$ cat src/rtl/jtdsp16_seq.sv
// jtdsp16_seq: DSP16 program sequencer with return stack, interrupts and do/redo loops.
module jtdsp16_seq #(
  parameter int AW        = 16,
  parameter int STK_DEPTH = 4,
  parameter int IRQ_VEC   = 0,
  parameter int ICALL_VEC = 1
) (
  input  logic          clk,
  input  logic          rst_n,
  input  logic          cen,
  input  logic          goto_ja,
  input  logic          call_ja,
  input  logic          goto_b,
  input  logic          icall,
  input  logic          cond_en,
  input  logic          con_result,
  input  logic          pc_halt,
  input  logic [11:0]   i_field,
  input  logic          do_start,
  input  logic          redo,
  input  logic          pt_we,
  input  logic          i_we,
  input  logic          post_inc,
  input  logic [15:0]   data_in,
  input  logic          ext_irq,
  input  logic          clr_flags,
  output logic [AW-1:0] rom_addr,
  output logic [AW-1:0] pt_out,
  output logic          in_irq,
  output logic          do_active,
  output logic          stk_ovf,
  output logic          stk_unf
);
  localparam int SW = $clog2(STK_DEPTH);

  logic [AW-1:0] pc, pt, pi, loop_start, loop_end;
  logic [11:0]   i;
  logic [6:0]    cnt;
  logic [AW-1:0] stk [STK_DEPTH];
  logic [SW-1:0] wp, top;
  logic [SW:0]   depth;
  logic [AW-1:0] pc_nx, pi_nx, ls_nx, le_nx, pc_inc, dir, pop_val;
  logic [6:0]    cnt_nx;
  logic          in_irq_nx, act_nx, push, pop, taken, irq_go, br, full, do_ok, redo_ok;
  logic [2:0]    kind;

  assign rom_addr = pc;
  assign pt_out   = pt;
  assign pc_inc   = pc + 1'b1;
  assign dir      = {pc[AW-1:12], i_field};
  assign kind     = i_field[10:8];
  assign taken    = !cond_en | con_result;
  assign irq_go   = ext_irq & !in_irq & !do_active & !pc_halt;
  assign br       = taken & (goto_ja | call_ja | (goto_b & !kind[2]));
  assign do_ok    = do_start & |i_field[10:7] & |i_field[6:0] & !pc_halt;
  assign redo_ok  = redo & |i_field[6:0] & !pc_halt;
  assign top      = wp - 1'b1;
  assign full     = depth == (SW+1)'(STK_DEPTH);
  assign pop_val  = depth == '0 ? '0 : stk[top];

  always_comb begin
    pc_nx     = pc_halt ? pc : pc_inc;
    pi_nx     = pi;
    in_irq_nx = in_irq;
    act_nx    = do_active;
    ls_nx     = loop_start;
    le_nx     = loop_end;
    cnt_nx    = cnt;
    push      = 1'b0;
    pop       = 1'b0;
    if (irq_go) begin
      pi_nx     = pc;
      pc_nx     = AW'(IRQ_VEC);
      in_irq_nx = 1'b1;
    end else if (icall) begin
      pi_nx     = pc_inc;
      pc_nx     = AW'(ICALL_VEC);
      in_irq_nx = 1'b1;
    end else if (br) begin
      act_nx = 1'b0;
      if (goto_ja | call_ja) begin
        pc_nx = dir;
        push  = !goto_ja;
      end else begin
        pc_nx     = kind[1] ? pt : kind[0] ? pi : pop_val;
        push      = kind[1] & kind[0];
        pop       = kind == 3'd0;
        in_irq_nx = kind == 3'd1 ? 1'b0 : in_irq;
      end
    end else if (do_ok) begin
      ls_nx  = pc_inc;
      le_nx  = pc + AW'(i_field[10:7]);
      cnt_nx = i_field[6:0];
      act_nx = 1'b1;
    end else if (redo_ok) begin
      pc_nx  = loop_start;
      cnt_nx = i_field[6:0];
      act_nx = 1'b1;
    end else if (do_active & !pc_halt & pc == loop_end) begin
      pc_nx  = cnt > 7'd1 ? loop_start : pc_inc;
      cnt_nx = cnt > 7'd1 ? cnt - 7'd1 : cnt;
      act_nx = cnt > 7'd1;
    end
  end

  always_ff @(posedge clk or negedge rst_n) begin
    if (!rst_n) begin
      pc         <= '0;
      pt         <= '0;
      i          <= '0;
      pi         <= '0;
      loop_start <= '0;
      loop_end   <= '0;
      cnt        <= '0;
      in_irq     <= 1'b0;
      do_active  <= 1'b0;
      wp         <= '0;
      depth      <= '0;
      stk_ovf    <= 1'b0;
      stk_unf    <= 1'b0;
      for (int k = 0; k < STK_DEPTH; k++) stk[k] <= '0;
    end else if (cen) begin
      pc         <= pc_nx;
      pi         <= pi_nx;
      in_irq     <= in_irq_nx;
      do_active  <= act_nx;
      loop_start <= ls_nx;
      loop_end   <= le_nx;
      cnt        <= cnt_nx;
      pt         <= pt_we ? AW'(data_in) : post_inc ? pt + {{(AW-12){i[11]}}, i} : pt;
      i          <= i_we ? data_in[11:0] : i;
      stk_ovf    <= (stk_ovf & !clr_flags) | (push & full);
      stk_unf    <= (stk_unf & !clr_flags) | (pop & depth == '0);
      // A push onto a full stack overwrites the oldest slot, which is where wp points
      if (push) begin
        stk[wp] <= pc_inc;
        wp      <= wp + 1'b1;
        depth   <= full ? depth : depth + 1'b1;
      end else if (pop && depth != '0) begin
        wp    <= top;
        depth <= depth - 1'b1;
      end
    end
  end
endmodule

$ cat config.mk
export PLATFORM = sky130hd
export DESIGN_NAME = jtdsp16_seq
export DESIGN_NICKNAME = d
export VERILOG_FILES = /design/src/rtl/jtdsp16_seq.sv
export SDC_FILE = /design/constraint.sdc
export NUM_CORES = 1
export LEC_CHECK = 0
export ABC_AREA = 1
export CORE_MARGIN = 2
export CORE_UTILIZATION = 40
export DETAILED_ROUTE_END_ITERATION = 7
export PLACE_DENSITY_LB_ADDON = 0.25
export SYNTH_ARGS = -nofsm -noshare
export SYNTH_HDL_FRONTEND = slang
export SYNTH_SLANG_ARGS = --single-unit
export TNS_END_PERCENT = 50
$ cat constraint.sdc
create_clock -name clk -period 3.6 [get_ports clk]
set_input_delay 0.72 -clock clk [delete_from_list [all_inputs] [get_ports clk]]
set_output_delay 0.72 -clock clk [all_outputs]
set_load 0.005 [all_outputs]
==> flow_summary_export.csv <==
group,metric,value,unit
outcome,status,"finished, final reports clean",
die,io_pins,81,
min_path,hp-class,"in2async",
finish,final_layout_size_suffix_gt1_frac,0.07110,
finish,design_area,12180,sq um
logic_synthesis,syn-num-nets,1512,
critical_path,endpoint_kind,"flop",
logic_synthesis,synth_most_common_cell,"nand2_1",
route,drt_iter0_drc,1035,
finish,fin_cells,1840,
route,first_pass_iters,8,
critical_path,worstPathMaxFanout,13,
clock_tree,h-tree-depth,4,
global_routing,antenna_found_initial,0,
timing,tns,0,ns
logic_synthesis,ys_seq_area_frac,0.4110,
critical_path,critPathMostFrequentCell,"nand2_1",
clock_tree,cts_setup_buffers,0,
logic_synthesis,syn-cell-area,10470,sq um
clock_tree,hold_buffers,0,
finish,regArea,4304,sq um
critical_path,cp_cell_sequence,"clkdlybuf4s50_1 -> nor2_4 -> nand2_1 -> nor4_1 -> buf_4 -> nand3_1 -> o21ai_2 -> nand2_1 -> nand2_1 -> o21ai_0",
clock_tree,cts_tree,"built",
timing,fin_skew,0.009370,ns
critical_path,critical_path_class,"in2reg",
clock_tree,cts_buffers,17,
place,hpwl,24230,um
logic_synthesis,synth_edf_count,0,
route,drt-wirelength-per-cell,18.21,um
timing,slew_violations,0,
timing,worstMarginPinSlew,0.8438,ns
route,routed_via_density,5.415,
timing,timing.slew.headroom,0.4355,
power,leakage,5.583,nW
clock_tree,clkTransAtPathRegs,0.08,ns
global_routing,met2_usage,0.4000,
logic_synthesis,ys.flop_type,"dfrtp_1",
route,wirelength,33510,um
critical_path,slowest_delay,0.65,ns
global_routing,grt-ovfl-total,0,
die,die_y,165.8,um
clock_tree,cts_num_sinks,172,
die,die_x,165.8,um
die,dieArea,27490,sq um
clock_tree,post_cts_resized,0,
run,cap_violations,0,
logic_synthesis,synth_area_leaders,"dfrtp_1, nand2_1, o21ai_0",
route,vias,9964,
finish,nNetsFinal,1566,
finish,fillerInstances,2591,
global_routing,grt_use_met1,0.3481,
logic_synthesis,yosysUniqueCellTypes,49,
timing,timing.fmax,337.8,MHz
global_routing,grt_pass1_vias,9710,
power,peakVddDrop,0.0005890,V
critical_path,start_kind,"input pin",
finish,syn2layout_area_growth,16.26,%
timing,hold_viol_final,0,
logic_synthesis,async_flop_share,1.000,
critical_path,cp_data_arrival_time,3.28,ns
critical_path,cpMaxStageDelayCell,"nor4_1",
finish,antenna_cells,0,
die,core-area,25910,sq um
die,start_util,0.4042,
timing,rsz0062_at_grt,"false",
logic_synthesis,synth_seq_cells,172,
critical_path,worstPathRequired,3.92,ns
clock_tree,clk_path_buf_depth,2,
global_routing,busiest_layer,"met2",
timing,timing.final.crit_share,0.8224,
logic_synthesis,syn_inst,1438,
logic_synthesis,synth_top_area_cell,"dfrtp_1",
logic_synthesis,avgSynthCellArea,7.283,sq um
global_routing,grt_max_degree,70,
timing,final-setup-viol-count,0,
global_routing,use_met3,0.04171,
finish,multi_input_area,5329,sq um
die,rows,59,
power,power,0.007489,W
clock_tree,clock-root-buffer,"clkbuf_16",
global_routing,grt_use_total,0.2489,
logic_synthesis,synthTopCellsByCount,"nand2_1, o21ai_0, dfrtp_1, inv_1, a21oi_1",
logic_synthesis,synth_top_area_frac,0.4110,
place,dp_cells,1808,
global_routing,grt_pass1_wl,54570,um
place,io_buffer_count,80,
clock_tree,worstSkewPairLatency,0.44,ns
power,powerDensity,615.1,nW/um^2
timing,holdWs,0.2659,ns
place,place_congestion,0.9380,
route,drcViolationCount,0,
route,antenna_left,0,
logic_synthesis,yosys_warnings,0,
timing,period_needed,2.961,ns
place,placed_area,11570,sq um
## flip-flops by register name (all words and copies together) (netlist names)
register    count
rom_addr       16
loop_start     16
stk_unf         1
stk            64
do_active       1
stk_ovf         1
in_irq          1
depth           3
pi             16
wp              2
pt_out         16
i              12
cnt             7
loop_end       16
## layout by cell type (no fill, tap or decap), types with 3 or more instances in the layout
cell type          n
ha_1              26
mux2_2             4
a21oi_1          106
clkdlybuf4s50_1   79
clkinvlp_4         3
o21ai_1           25
a211o_1            5
nand2_2            4
buf_4             28
o21a_1             8
nand2_1          426
nor2_4             4
xor2_1            23
nand3_1           79
fa_1               3
a31oi_1            8
o211ai_1          12
and2_1             3
clkbuf_16         17
o21ai_0          180
nand3_2            3
inv_1            111
nor3_1             9
nand4_1           12
o22ai_1           12
dfrtp_1          172
xnor2_1            6
inv_8              7
nor2_2             5
inv_2             17
nor2_1            77
o221ai_1           3
## final timing paths
path                       startpoint           to  slack, ns  cells after the start
max in group asynchronous       rst_n      stk[45]       2.44                      2
setup / recovery           i_field[8]     depth[2]       0.64                     10
hold / removal                  rst_n         i[9]       0.27                      1
setup reg to reg                wp[1]  rom_addr[9]       0.77                     11
hold reg to reg                cnt[5]       cnt[5]       0.48                      2
min in group clk               cnt[5]       cnt[5]       0.48                      2
## power breakdown
part           internal (W)  switching, W
combinational       0.00103       0.00172
clock              0.000998      0.000933
sequential          0.00240      0.000410
## area by class of cell
| cell class | count | area share |
|---|---|---|
| Tap cell | 335 | 0.03443 |
| Timing Repair Buffer | 109 | 0.08478 |
| Clock buffer | 17 | 0.03494 |
| Sequential cell | 172 | 0.3535 |
| Clock inverter | 15 | 0.01459 |
| Multi-Input combinational cell | 1062 | 0.4377 |
| Inverter | 130 | 0.04008 |
## kinds of logic (layout without fill, tap and decap cells)
family	after synthesis	in the layout	share of synthesized area
adders and majority gates	29	29	0.03680
muxes	4	4	0.004301
buffers and inverters	204	271	0.08017
AOI/OAI and AO/OA	369	369	0.1906
xor gates and xnor gates	30	30	0.02581
and+or+nand+nor	630	630	0.2514
DFF	172	172	0.4110
## stage by stage
step	util	setup slack [ns]
after global placement	0.4466	0.2872
after detailed placement	0.4466	0.2411
final	0.4699	0.6395
after CTS	0.4699	0.6990
after global routing	0.4699	0.5540
after floorplan	-	1.166
## layer usage
metal	part of all wire	routed length, um	up-vias
li1	-	-	4855
met1	0.45	15180	4740
met2	0.47	15620	331
met3	0.063	2104	38
met4	0.018	604	0
met5	0	0	-
## worst max-delay path: cells and delay by family
kind	cells	cell delay, ns
AO/OA/AOI/OAI	2	0.22
buffers and inverters	2	0.77
AND/OR/NAND/NOR	6	1.56
No activity file was read; power rests on OpenSTA's default activity.
